<file path="src/rtl/prog_ctr_pkg.sv">
// Shared constants and state type for the program-counter sequencer.
// Optional taken-branch counter is enabled by defining PROG_CTR_BRCOUNT_EN.
package prog_ctr_pkg;

    localparam int unsigned PC_W    = 10;
    localparam int unsigned LUT_AW  = 5;
    localparam int unsigned BRCNT_W = 16;

    typedef enum logic [1:0] {
        IDLE,
        LOAD,
        RUN,
        DONE
    } state_e;

endpackage

</file>
<file path="src/rtl/prog_ctr_if.sv">
// Run/done handshake, decoder and branch-lookup signals of prog_ctr.
// BrCount exists only when PROG_CTR_BRCOUNT_EN is defined.
interface prog_ctr_if;
    import prog_ctr_pkg::*;

    logic              Start;
    logic [PC_W-1:0]   StartAddr;
    logic              Stall;
    logic              Halt;
    logic              BranchEn;
    logic              Cond;
    logic [LUT_AW-1:0] LutIdx;
    logic [PC_W-1:0]   Target;
    logic [LUT_AW-1:0] LutAddr;
    logic [PC_W-1:0]   PC;
    logic              Busy;
    logic              Done;
    logic              Fault;
`ifdef PROG_CTR_BRCOUNT_EN
    logic [BRCNT_W-1:0] BrCount;

    modport master (
        output Start, StartAddr, Stall, Halt, BranchEn, Cond, LutIdx, Target,
        input  LutAddr, PC, Busy, Done, Fault, BrCount
    );
    modport slave (
        input  Start, StartAddr, Stall, Halt, BranchEn, Cond, LutIdx, Target,
        output LutAddr, PC, Busy, Done, Fault, BrCount
    );
`else
    modport master (
        output Start, StartAddr, Stall, Halt, BranchEn, Cond, LutIdx, Target,
        input  LutAddr, PC, Busy, Done, Fault
    );
    modport slave (
        input  Start, StartAddr, Stall, Halt, BranchEn, Cond, LutIdx, Target,
        output LutAddr, PC, Busy, Done, Fault
    );
`endif

endinterface

</file>
<file path="src/rtl/prog_ctr_pc_next.sv">
// Combinational next-PC select (halt > taken branch > increment) and
// out-of-program fault detection against PROG_LEN.
module pc_next
    import prog_ctr_pkg::*;
#(
    parameter int unsigned PROG_LEN = 1024
) (
    input  logic [PC_W-1:0] pc_i,
    input  logic [PC_W-1:0] target_i,
    input  logic            halt_i,
    input  logic            branch_en_i,
    input  logic            cond_i,
    output logic [PC_W-1:0] next_pc_o,
    output logic            taken_o,
    output logic            fault_o
);

    logic [PC_W-1:0] cand_pc;

    always_comb begin
        taken_o = branch_en_i & cond_i & ~halt_i;
        cand_pc = taken_o ? target_i : pc_i + PC_W'(1);
        // Widened compare so PROG_LEN = 2**PC_W never flags the 1023->0 wrap.
        fault_o   = ~halt_i && (32'(cand_pc) >= PROG_LEN);
        next_pc_o = (halt_i || fault_o) ? pc_i : cand_pc;
    end

endmodule

</file>
<file path="src/rtl/prog_ctr.sv">
// Program-counter sequencer: IDLE/LOAD/RUN/DONE control, PC and fault state.
// Define PROG_CTR_BRCOUNT_EN to add the saturating taken-branch counter.
module prog_ctr
    import prog_ctr_pkg::*;
#(
    parameter int unsigned PROG_LEN = 1024
) (
    input logic       Clk,
    input logic       Reset,
    prog_ctr_if.slave bus
);

    state_e          state_q, state_d;
    logic [PC_W-1:0] pc_q, pc_d;
    logic            fault_q, fault_d;
    logic [PC_W-1:0] nxt_pc;
    logic            br_taken;
    logic            nxt_fault;
`ifdef PROG_CTR_BRCOUNT_EN
    logic [BRCNT_W-1:0] brcount_q, brcount_d;
`endif

    pc_next #(
        .PROG_LEN (PROG_LEN)
    ) u_pc_next (
        .pc_i        (pc_q),
        .target_i    (bus.Target),
        .halt_i      (bus.Halt),
        .branch_en_i (bus.BranchEn),
        .cond_i      (bus.Cond),
        .next_pc_o   (nxt_pc),
        .taken_o     (br_taken),
        .fault_o     (nxt_fault)
    );

    always_comb begin
        state_d   = state_q;
        pc_d      = pc_q;
        fault_d   = fault_q;
`ifdef PROG_CTR_BRCOUNT_EN
        brcount_d = brcount_q;
`endif
        unique case (state_q)
            IDLE, DONE: begin
                // Fault drops with Done as soon as a new run is accepted.
                if (bus.Start) begin
                    state_d = LOAD;
                    fault_d = 1'b0;
                end
            end
            LOAD: begin
                pc_d      = bus.StartAddr;
                fault_d   = 1'b0;
`ifdef PROG_CTR_BRCOUNT_EN
                brcount_d = '0;
`endif
                state_d   = RUN;
            end
            RUN: begin
                if (!bus.Stall) begin
                    pc_d = nxt_pc;
`ifdef PROG_CTR_BRCOUNT_EN
                    if (br_taken && (brcount_q != '1))
                        brcount_d = brcount_q + BRCNT_W'(1);
`endif
                    if (bus.Halt) begin
                        state_d = DONE;
                    end else if (nxt_fault) begin
                        fault_d = 1'b1;
                        state_d = DONE;
                    end
                end
            end
            default: state_d = IDLE;
        endcase
    end

    always_ff @(posedge Clk) begin
        if (!Reset) begin
            state_q   <= IDLE;
            pc_q      <= '0;
            fault_q   <= 1'b0;
`ifdef PROG_CTR_BRCOUNT_EN
            brcount_q <= '0;
`endif
        end else begin
            state_q   <= state_d;
            pc_q      <= pc_d;
            fault_q   <= fault_d;
`ifdef PROG_CTR_BRCOUNT_EN
            brcount_q <= brcount_d;
`endif
        end
    end

    assign bus.LutAddr = bus.LutIdx;
    assign bus.PC      = pc_q;
    assign bus.Busy    = (state_q == LOAD) || (state_q == RUN);
    assign bus.Done    = (state_q == DONE);
    assign bus.Fault   = fault_q;
`ifdef PROG_CTR_BRCOUNT_EN
    assign bus.BrCount = brcount_q;
`endif

endmodule

</file>
<file path="src/flat_wrapper.sv">
// flat-port wrapper written by rule: the top's interface ports become plain ports
module prog_ctr_flat import prog_ctr_pkg::*;
#(
    parameter int unsigned PROG_LEN = 1024
)
  (Clk, Reset, bus_Start, bus_StartAddr, bus_Stall, bus_Halt, bus_BranchEn, bus_Cond, bus_LutIdx, bus_Target, bus_LutAddr, bus_PC, bus_Busy, bus_Done, bus_Fault);
  prog_ctr_if bus_i ();
  input logic Clk;
  input logic Reset;
  input wire logic [$bits(bus_i.Start)-1:0] bus_Start;
  input wire logic [$bits(bus_i.StartAddr)-1:0] bus_StartAddr;
  input wire logic [$bits(bus_i.Stall)-1:0] bus_Stall;
  input wire logic [$bits(bus_i.Halt)-1:0] bus_Halt;
  input wire logic [$bits(bus_i.BranchEn)-1:0] bus_BranchEn;
  input wire logic [$bits(bus_i.Cond)-1:0] bus_Cond;
  input wire logic [$bits(bus_i.LutIdx)-1:0] bus_LutIdx;
  input wire logic [$bits(bus_i.Target)-1:0] bus_Target;
  output wire logic [$bits(bus_i.LutAddr)-1:0] bus_LutAddr;
  output wire logic [$bits(bus_i.PC)-1:0] bus_PC;
  output wire logic [$bits(bus_i.Busy)-1:0] bus_Busy;
  output wire logic [$bits(bus_i.Done)-1:0] bus_Done;
  output wire logic [$bits(bus_i.Fault)-1:0] bus_Fault;
  assign bus_i.Start = bus_Start;
  assign bus_i.StartAddr = bus_StartAddr;
  assign bus_i.Stall = bus_Stall;
  assign bus_i.Halt = bus_Halt;
  assign bus_i.BranchEn = bus_BranchEn;
  assign bus_i.Cond = bus_Cond;
  assign bus_i.LutIdx = bus_LutIdx;
  assign bus_i.Target = bus_Target;
  assign bus_LutAddr = bus_i.LutAddr;
  assign bus_PC = bus_i.PC;
  assign bus_Busy = bus_i.Busy;
  assign bus_Done = bus_i.Done;
  assign bus_Fault = bus_i.Fault;
  prog_ctr #(.PROG_LEN(PROG_LEN)) u_core (.Clk(Clk), .Reset(Reset), .bus(bus_i));
endmodule
</file>
<file path="config.mk">
export PLATFORM = sky130hd
export DESIGN_NAME = prog_ctr_flat
export DESIGN_NICKNAME = d
export VERILOG_FILES = /design/src/rtl/prog_ctr_pkg.sv /design/src/rtl/prog_ctr_if.sv /design/src/rtl/prog_ctr_pc_next.sv /design/src/rtl/prog_ctr.sv /design/src/flat_wrapper.sv
export SDC_FILE = /design/constraint.sdc
export NUM_CORES = 1
export LEC_CHECK = 0
export ABC_AREA = 1
export BUFFER_PORTS_ARGS = -buffer_cell sky130_fd_sc_hd__buf_2
export CORE_MARGIN = 2
export CORE_UTILIZATION = 48
export DETAILED_ROUTE_END_ITERATION = 10
export PLACE_DENSITY = 0.79
export SYNTH_ARGS = -nofsm -noshare
export SYNTH_HDL_FRONTEND = slang
export SYNTH_HIERARCHICAL = 1
export SYNTH_SLANG_ARGS = --single-unit
export TNS_END_PERCENT = 20
</file>
<file path="constraint.sdc">
create_clock -name Clk -period 1.51 [get_ports Clk]
set_input_delay 0.302 -clock Clk [delete_from_list [all_inputs] [get_ports Clk]]
set_output_delay 0.302 -clock Clk [all_outputs]
set_load 0.05 [all_outputs]
</file>
### Word-level counts from Yosys, hierarchy flattened

Cells that the tools add are included.

* output and inout bits: 18
* register bits: 13
* logic and storage cells: 32

* $add $sub $neg: 1
* multiplexer cells: 10
* bitwise gates (word level): 4
* equality and inequality tests: 7
* reduce and logical (&&, ||, !) cells: 7

Operators by type and width (count)
* 2-to-1 mux 10 bit: 3
* one-hot mux 10 bit (2 select lines): 1
* adder 10 x 1 -> 10 bit, second input constant: 1
* != test 2 bit, second input constant: 4
* 2-to-1 mux 2 bit: 3
* one-hot mux 2 bit (3 select lines): 1
* AND reduction 3 bit: 2
* equality test 2 bit, second input constant: 2
* bitwise AND 1 bit: 2
* equality test 2 x 1 -> 1 bit, second input constant: 1
* zero test 2 bit: 1
* NOT 1 bit: 2
* one-hot mux 1 bit (2 select lines): 1
* AND reduction 2 bit: 1
* nonzero test 2 bit: 1
* OR reduction 2 bit: 1
* logical OR 1 bit: 1
* 2-to-1 mux 1 bit: 1

### Longest topological paths before layout

Gate-level depths: netlist of run 1.

* depth after elaboration: 6
* mapped depth: 12

### Cells and area by module

Netlist of run 1, hierarchy kept.

Modules (own cells, without submodules)
* prog_ctr: instances 1, area an instance 765.7 µm², sequential area each 260.2 µm², cells an instance 116
* pc_next: instances 1, area an instance 473.0 µm², sequential area each 0.0 µm², cells an instance 96

### Worst setup path before layout of run 1

Ideal clock, no wire load.

* path kind: register -> register
* start point: register u_core.pc_q[0], in the netlist u_core/bus.PC[0]
* end point: register u_core.pc_q[8], in the netlist u_core/bus.PC[8]
* data arrival time: 1.716 ns
* data required time: 1.394 ns
* setup slack: -0.322 ns
* cell stages (with the launch flop): 13
* clock period less this slack: 1.832 ns
* path buffers: 0
* path through: dfxtp_1 > ha_1 > nand2_2 > nor2_4 > nand3_1 > nand2_1 > nand3_1 > nand2_1 > nand2_1 > nand2_1 > o21ai_0 > nor2_1 > nor2_1

* cells in the longest elaborated chain, start to end: 5

RTL lines
* from (decl): RTL line prog_ctr.sv:14 `logic [PC_W-1:0] pc_q, pc_d;`
* from (signal assigned): RTL line prog_ctr.sv:88 `pc_q <= pc_d;`
* adder 10 x 1 -> 10 bit: RTL line prog_ctr_pc_next.sv:22 `cand_pc = taken_o ? target_i : pc_i + PC_W'(1);`
* 2-to-1 mux 10 bit: RTL line prog_ctr_pc_next.sv:22
* 2-to-1 mux 10 bit: RTL line prog_ctr_pc_next.sv:25 `next_pc_o = (halt_i || fault_o) ? pc_i : cand_pc;`
* via u_core.nxt_pc[8]: RTL line prog_ctr.sv:16 `logic [PC_W-1:0] nxt_pc;`
* 2-to-1 mux 10 bit: RTL line prog_ctr.sv:60 `if (!bus.Stall) begin`
* one-hot mux 10 bit (2 select lines): RTL line prog_ctr.sv:43 `unique case (state_q)`

The timed path passes the listed nets, and every way through them passes these cells. The select of a mux whose other input is x is not followed.
A chain may end at the register's enable or synchronous reset.

### Worst setup path after layout of run 1

* start point: register u_core.state_q[0]
* end point: output port bus_Busy

* cells in the longest elaborated chain, start to end: 2
* elaborated cells on any way between the ends: 3
* those cells by class: eq/ne: 2; reduce/logical: 1

RTL lines
* from (decl): RTL line prog_ctr.sv:13 `state_e state_q, state_d;`
* from (signal assigned): RTL line prog_ctr.sv:87 `state_q <= state_d;`
* equality test 2 x 1 -> 1 bit / equality test 2 bit (equally long branches): RTL line prog_ctr.sv:98 `assign bus.Busy = (state_q == LOAD) || (state_q == RUN);`
* logical OR 1 bit (*): RTL line prog_ctr.sv:98
* to (decl): RTL line flat_wrapper.sv:20 `output wire logic [$bits(bus_i.Busy)-1:0] bus_Busy;`

Every way passes the cells marked *; elsewhere a longest branch is shown, timed or not.

==> results.py, run 1 <==
metrics = {
    "run_status": {
        "status": "finished clean",
    },
    "worst_hold_path": {
        "hold_path.class": "primary input to register",
        "hold_depth": 3,
    },
    "job": {
        "drv_cap": 0,
    },
    "drt": {
        "wl_met1_um": 1290,
        "via_count": 1366,
        "met2_length_um": 1380,
        "top_layer": "met4",
        "wl_met3_um": 167,
        "firstDrtPassIters": 4,
        "drt_iter0_drc": 46,
        "drc_errors": 0,
        "ant_nets": 0,
        "wl_per_cell_um": 10.3,
        "drt_wl_total_um": 2880,
        "routed_via_density": 4.86,
    },
    "global_route": {
        "grt-ovfl-total": 0,
        "grt_pass1_wl_um": 4350,
        "grt_antenna_before_repair": 0,
        "grt_max_degree": 21,
        "grt_pass1_vias": 1045,
        "gr-usage-all-layers_pct": 19.8,
    },
    "final_layout": {
        "ff_latch_area_um2": 279,
        "n_fill_cell": 243,
        "multiInputGateArea_um2": 797,
        "nNetsFinal": 288,
        "final_layout_size_suffix_gt1_share_pct": 31.9,
        "area_growth_pct": 24.0,
        "diodes": 0,
        "final_cell_count_no_fill": 281,
    },
    "timing": {
        "setup_violations": 0,
        "period_share_pct": 95.6,
        "skew_ns": 0.00291,
        "fin_hold_ws_ns": 0.343,
        "rsz0062_at_grt": "yes",
        "max_freq_ghz": 0.693,
        "layout_setup_ws_ns": 0.0664,
        "period_needed_ns": 1.44,
        "hold_viol": 0,
        "setup_tns_ns": 0,
        "slew_viol_final": 0,
    },
    "clocking": {
        "insertion_delay_ns": 0.27,
        "postCtsHoldBufs": 0,
        "cts_buffer_depth": 2,
        "clk_pin_slew_ns": 0.08,
        "cts_made_buffers": 3,
        "htree_levels": 1,
        "cts.sinks": 13,
        "clockRootBuffer": "clkbuf_4",
        "cts_tree": "built",
    },
    "place": {
        "portBuffers": 39,
        "gp_congestion": 0.848,
        "dp_cells": 273,
        "place_ws_ns": 0.0505,
        "dp_hpwl_um": 2080,
    },
    "floorplan": {
        "num_rows": 18,
        "die_x_um": 54.8,
        "pin_count": 50,
        "die_h_um": 54.8,
        "dieArea_um2": 3000,
        "core_um2": 2450,
        "start_util_pct": 50.5,
    },
    "synthesis": {
        "syn-num-nets": 248,
        "synthesis.instances": 212,
        "yosysTopAreaCell": "dfxtp_1",
        "ys_types": 25,
        "yosysWarnings": 6,
        "ys_ff_latch": 13,
        "ys_seq_area_share_pct": 21.0,
        "synth_area_leaders": "dfxtp_1, nand2_1, nor2_1",
        "synth_area_um2": 1240,
        "synth_top_area_share_pct": 21.0,
        "avgSynthCellArea_um2": 5.84,
    },
    "critical_path": {
        "crit_path_max_fanout": 3,
        "end_kind": "primary output",
        "crit_top_cell": "inv_1",
        "critPathBufInv": 3,
        "rrSetupSlack_ns": 0.08,
        "arrival_ns": 1.14,
        "crit_family": "flip-flops",
        "crit_chain": "inv_1 -> ha_4 -> inv_1 -> buf_6",
        "cp.depth": 4,
        "startpoint_type": "register",
        "path_class": "register to primary output",
        "slowest_delay_ns": 0.33,
        "critPathRequiredTime_ns": 1.21,
        "ff2ff_path_depth": 10,
        "slowest_stage": "dfxtp_2",
    },
    "power": {
        "vdd_drop_max_mv": 2.10,
        "p_per_area_nw_per_um2": 2100,
        "power_leakage_nw": 0.841,
    },
}
==> final timing paths <==
check | from | endpoint
min | Reset | u_core/state_q[1]
max | u_core/state_q[0] | bus_Busy
max reg2reg | u_core/bus.PC[0] | u_core/bus.PC[5]
min reg2reg | u_core/bus.Fault | u_core/bus.Fault
==> layer usage <==
| layer | vias up | global-route usage (%) |
|---|---|---|
| li1 | 730 | - |
| met1 | 591 | 25.8 |
| met2 | 41 | 32.9 |
| met3 | 4 | 0.820 |
| met4 | 0 | 10.0 |
| met5 | - | 0 |
==> tightest hold or removal path, delay by kind of cell <==
family	cells	cell delay, ns
buffers and inverters	2	0.24
AO/OA/AOI/OAI	1	0.03
==> placed cells by master (no fill, tap or decap), drive strengths merged <==
cell type | synthesis | final
nor2 | 42 | 42
nand2 | 56 | 56
inv | 33 | 33
a211oi | 1 | 1
a21oi | 4 | 4
buf | 11 | 48
dfxtp | 13 | 13
o211ai | 1 | 1
nand3 | 11 | 11
o22ai | 2 | 2
o21ai | 29 | 29
conb | 1 | 1
nand4 | 1 | 1
ha | 4 | 4
clkbuf | 2 | 4
a21boi | 1 | 1
==> power breakdown <==
group | internal [W] | switching [W] | total, W
Combinational | 0.000736 | 0.00147 | 0.00221
Sequential | 0.000566 | 0.000240 | 0.000805
Clock | 0.000102 | 0.000106 | 0.000208
Total | 0.00140 | 0.00182 | 0.00322
==> logic make-up (layout without fill, tap and decap cells) <==
group / count (synthesis) / count (layout) / share of synthesized area (%)
AO/OA/AOI/OAI: 38 / 38 / 16.5
buffers and inverters: 46 / 85 / 18.4
adder cells (fa/ha/maj): 4 / 4 / 4.04
flip-flops: 13 / 13 / 21.0
other: 1 / 1 / 0.303
AND/OR/NAND/NOR: 110 / 110 / 39.8
==> per-stage QoR <==
step / power (W) / instance area [um2] / util, %
floorplan: 0.00241 / 1250 / -
global placement: 0.00277 / 1420 / 57.9
detailed placement: 0.00277 / 1420 / 57.9
CTS: 0.00307 / 1470 / 59.7
global route: 0.00349 / 1540 / 62.6
finish: 0.00322 / 1540 / 62.6
==> sequential cells by signal (all words and copies together) (netlist names) <==
name / flops
u_core/state_q: 2
u_core/bus.Fault: 1
u_core/bus.PC: 10
==> synth_stat cells (all sizes together) <==
cell     n
nand3   11
buf     11
nand4    1
nor2    42
inv     33
dfxtp   13
o22ai    2
a21oi    4
a21boi   1
conb     1
nand2   56
o211ai   1
ha       4
a211oi   1
o21ai   29
clkbuf   2
==> layout make-up <==
type / instances / share of cell area [%]
Multi-Input combinational cell: 153 / 51.9
Timing Repair Buffer: 48 / 17.8
Tap cell: 30 / 2.44
Clock buffer: 4 / 1.71
Inverter: 33 / 8.06
Sequential cell: 13 / 18.2
==> what timing repair did <==
item / in CTS / in global routing
endpoints found under the setup margin: 1 / 4
buffers inserted: 0 / 4
pin swaps: 0 / 7
gates resized for setup: 3 / 11
Power figures use the tool's default switching activity.
==> run 2, diff against run 1 <==
CORE_ASPECT_RATIO = 1.25   (was unset)
SLEW_MARGIN = 40   (was unset)
==> run 2 against run 1 <==
Net effect:
- power up 1.7%
- global-route usage up 1.1 points
- clock skew down 0.0023 ns
- critical path depth unchanged
- design area up 0.98%
- setup slack worse by 0.017 ns
- sequential power up 1%
- die area about the same
- count of clock-buffer cells in the layout unchanged
- worst hold slack worse by 0.011 ns
- sequential cell count unchanged
- critical endpoint unchanged
- highest routed layer unchanged
==> results.py, run 2 (synthesized netlist as in run 1, its figures left out) <==
metrics = {
    "drt": {
        "wl_per_cell_um": 10.5,
        "wl_met3_um": 128,
        "wl_met1_um": 1330,
        "met2_length_um": 1480,
        "via_count": 1367,
        "drt_wl_total_um": 3000,
        "top_layer": "met4",
        "routed_via_density": 4.78,
        "firstDrtPassIters": 4,
        "drt_iter0_drc": 38,
        "drc_errors": 0,
        "ant_nets": 0,
    },
    "final_layout": {
        "final_layout_size_suffix_gt1_share_pct": 32.4,
        "final_cell_count_no_fill": 286,
        "largest_register_ffs": 10,
        "n_fill_cell": 276,
        "layout_commonest_cell": "nand2_1",
        "nNetsFinal": 290,
        "area_growth_pct": 25.3,
        "final_cell_mix": "nand2_1, buf_2, nor2_1",
        "design_area_um2": 1550,
        "diodes": 0,
    },
    "timing": {
        "rsz0062_at_grt": "yes",
        "period_needed_ns": 1.46,
        "skew_ns": 0.000657,
        "slew_viol_final": 0,
        "setup_tns_ns": 0,
        "hold_viol": 0,
        "setup_violations": 0,
        "period_share_pct": 96.7,
        "max_freq_ghz": 0.685,
    },
    "run_status": {
        "status": "finished clean",
    },
    "floorplan": {
        "pin_count": 50,
        "core_um2": 2450,
        "die_h_um": 60.8,
        "start_util_pct": 50.5,
        "num_rows": 20,
        "die_x_um": 49.4,
        "dieArea_um2": 3010,
    },
    "power": {
        "p_total_w": 0.00327,
        "p_sw_w": 0.00184,
        "power_leakage_nw": 0.847,
        "vdd_drop_max_mv": 1.74,
        "p_clk_share_pct": 6.6,
        "seq_power_share_pct": 24.8,
        "internal-power_w": 0.00143,
        "swShare_pct": 56.2,
        "combPwrFrac_pct": 68.6,
        "p_per_area_nw_per_um2": 2110,
    },
    "worst_hold_path": {
        "hold_path.class": "primary input to register",
        "hp-start": "Reset",
    },
    "global_route": {
        "grt-ovfl-total": 0,
        "gr-usage-all-layers_pct": 20.9,
        "grt_pass1_wl_um": 4880,
        "grt_pass1_vias": 1247,
        "grt_max_degree": 14,
        "grt_antenna_before_repair": 0,
    },
    "critical_path": {
        "crit_top_cell": "inv_1",
        "critPathBufInv": 3,
        "critPathRequiredTime_ns": 1.21,
        "slowest_delay_ns": 0.33,
        "rr_startpoint": "u_core/bus.PC[0]",
        "crit_family": "flip-flops",
        "crit_path_max_fanout": 3,
        "startpoint": "u_core/state_q[0]",
        "crit_chain": "inv_1 -> ha_4 -> inv_1 -> buf_6",
        "path_class": "register to primary output",
        "slowest_stage": "dfxtp_2",
        "arrival_ns": 1.16,
        "end_kind": "primary output",
        "startpoint_type": "register",
    },
    "clocking": {
        "clockRootBuffer": "clkbuf_4",
        "postCtsHoldBufs": 0,
        "cts.sinks": 13,
        "cts_made_buffers": 3,
        "cts_buffer_depth": 2,
        "insertion_delay_ns": 0.28,
        "clk_pin_slew_ns": 0.08,
        "htree_levels": 1,
        "cts_tree": "built",
    },
    "place": {
        "dp_cells": 276,
        "place_area_um2": 1430,
        "portBuffers": 39,
        "dp_hpwl_um": 2190,
        "gp_congestion": 0.824,
    },
    "job": {
        "drv_cap": 0,
    },
}
==> run 2: cell type report <==
class / instances / area (um2) / area share [%]
Inverter: 33 / 124 / 7.98
Multi-Input combinational cell: 153 / 797 / 51.4
Sequential cell: 13 / 279 / 18.0
Clock buffer: 4 / 26.3 / 1.69
Tap cell: 33 / 41.3 / 2.66
Timing Repair Buffer: 50 / 284 / 18.3
==> run 2: power by group through the flow <==
stage / combinational, W / sequential, W / clock (W)
final: 0.00225 / 0.000813 / 0.000217
after global routing: 0.00247 / 0.000842 / 0.000244
after CTS: 0.00206 / 0.000806 / 0.000223
after detailed placement: 0.00197 / 0.000806 / 0
after global placement: 0.00196 / 0.000800 / 0
after floorplan: 0.00116 / 0.00125 / 0
==> run 2: final timing paths <==
path / end / slack (ns) / cells past startpoint
worst max-delay path: bus_Busy / 0.05 / 4
worst min-delay path: u_core/state_q[1] / 0.33 / 3
worst max register to register: u_core/bus.PC[9] / 0.07 / 12
worst min register to register: u_core/bus.Fault / 0.48 / 2
==> run 2: timing repair <==
item	4_1_cts	5_1_grt
setup endpoints to repair	1	5
resized for setup	4	9
buffers inserted	0	6
pin swaps	0	13
==> run 2: tightest hold or removal path, delay by kind of cell <==
| kind | cells | cell delay, ns |
|---|---|---|
| compound gates | 1 | 0.03 |
| buf+inv | 2 | 0.24 |
==> run 2: metal layers <==
| layer | vias up | global-route usage, % |
|---|---|---|
| li1 | 731 | - |
| met1 | 600 | 23.7 |
| met2 | 30 | 39.0 |
| met3 | 6 | 1.97 |
| met4 | 0 | 11.9 |
| met5 | - | 0 |
==> run 2: metrics by stage <==
step	util (%)	hold WS, ns	worst slack (ns)
final	63.3	0.332	0.0492
after global routing	63.3	0.334	-0.0593
after CTS	60.0	0.325	0.00556
after detailed placement	58.1	0.470	0.0483
after global placement	58.1	0.460	0.0713
after floorplan	-	0.430	0.0217
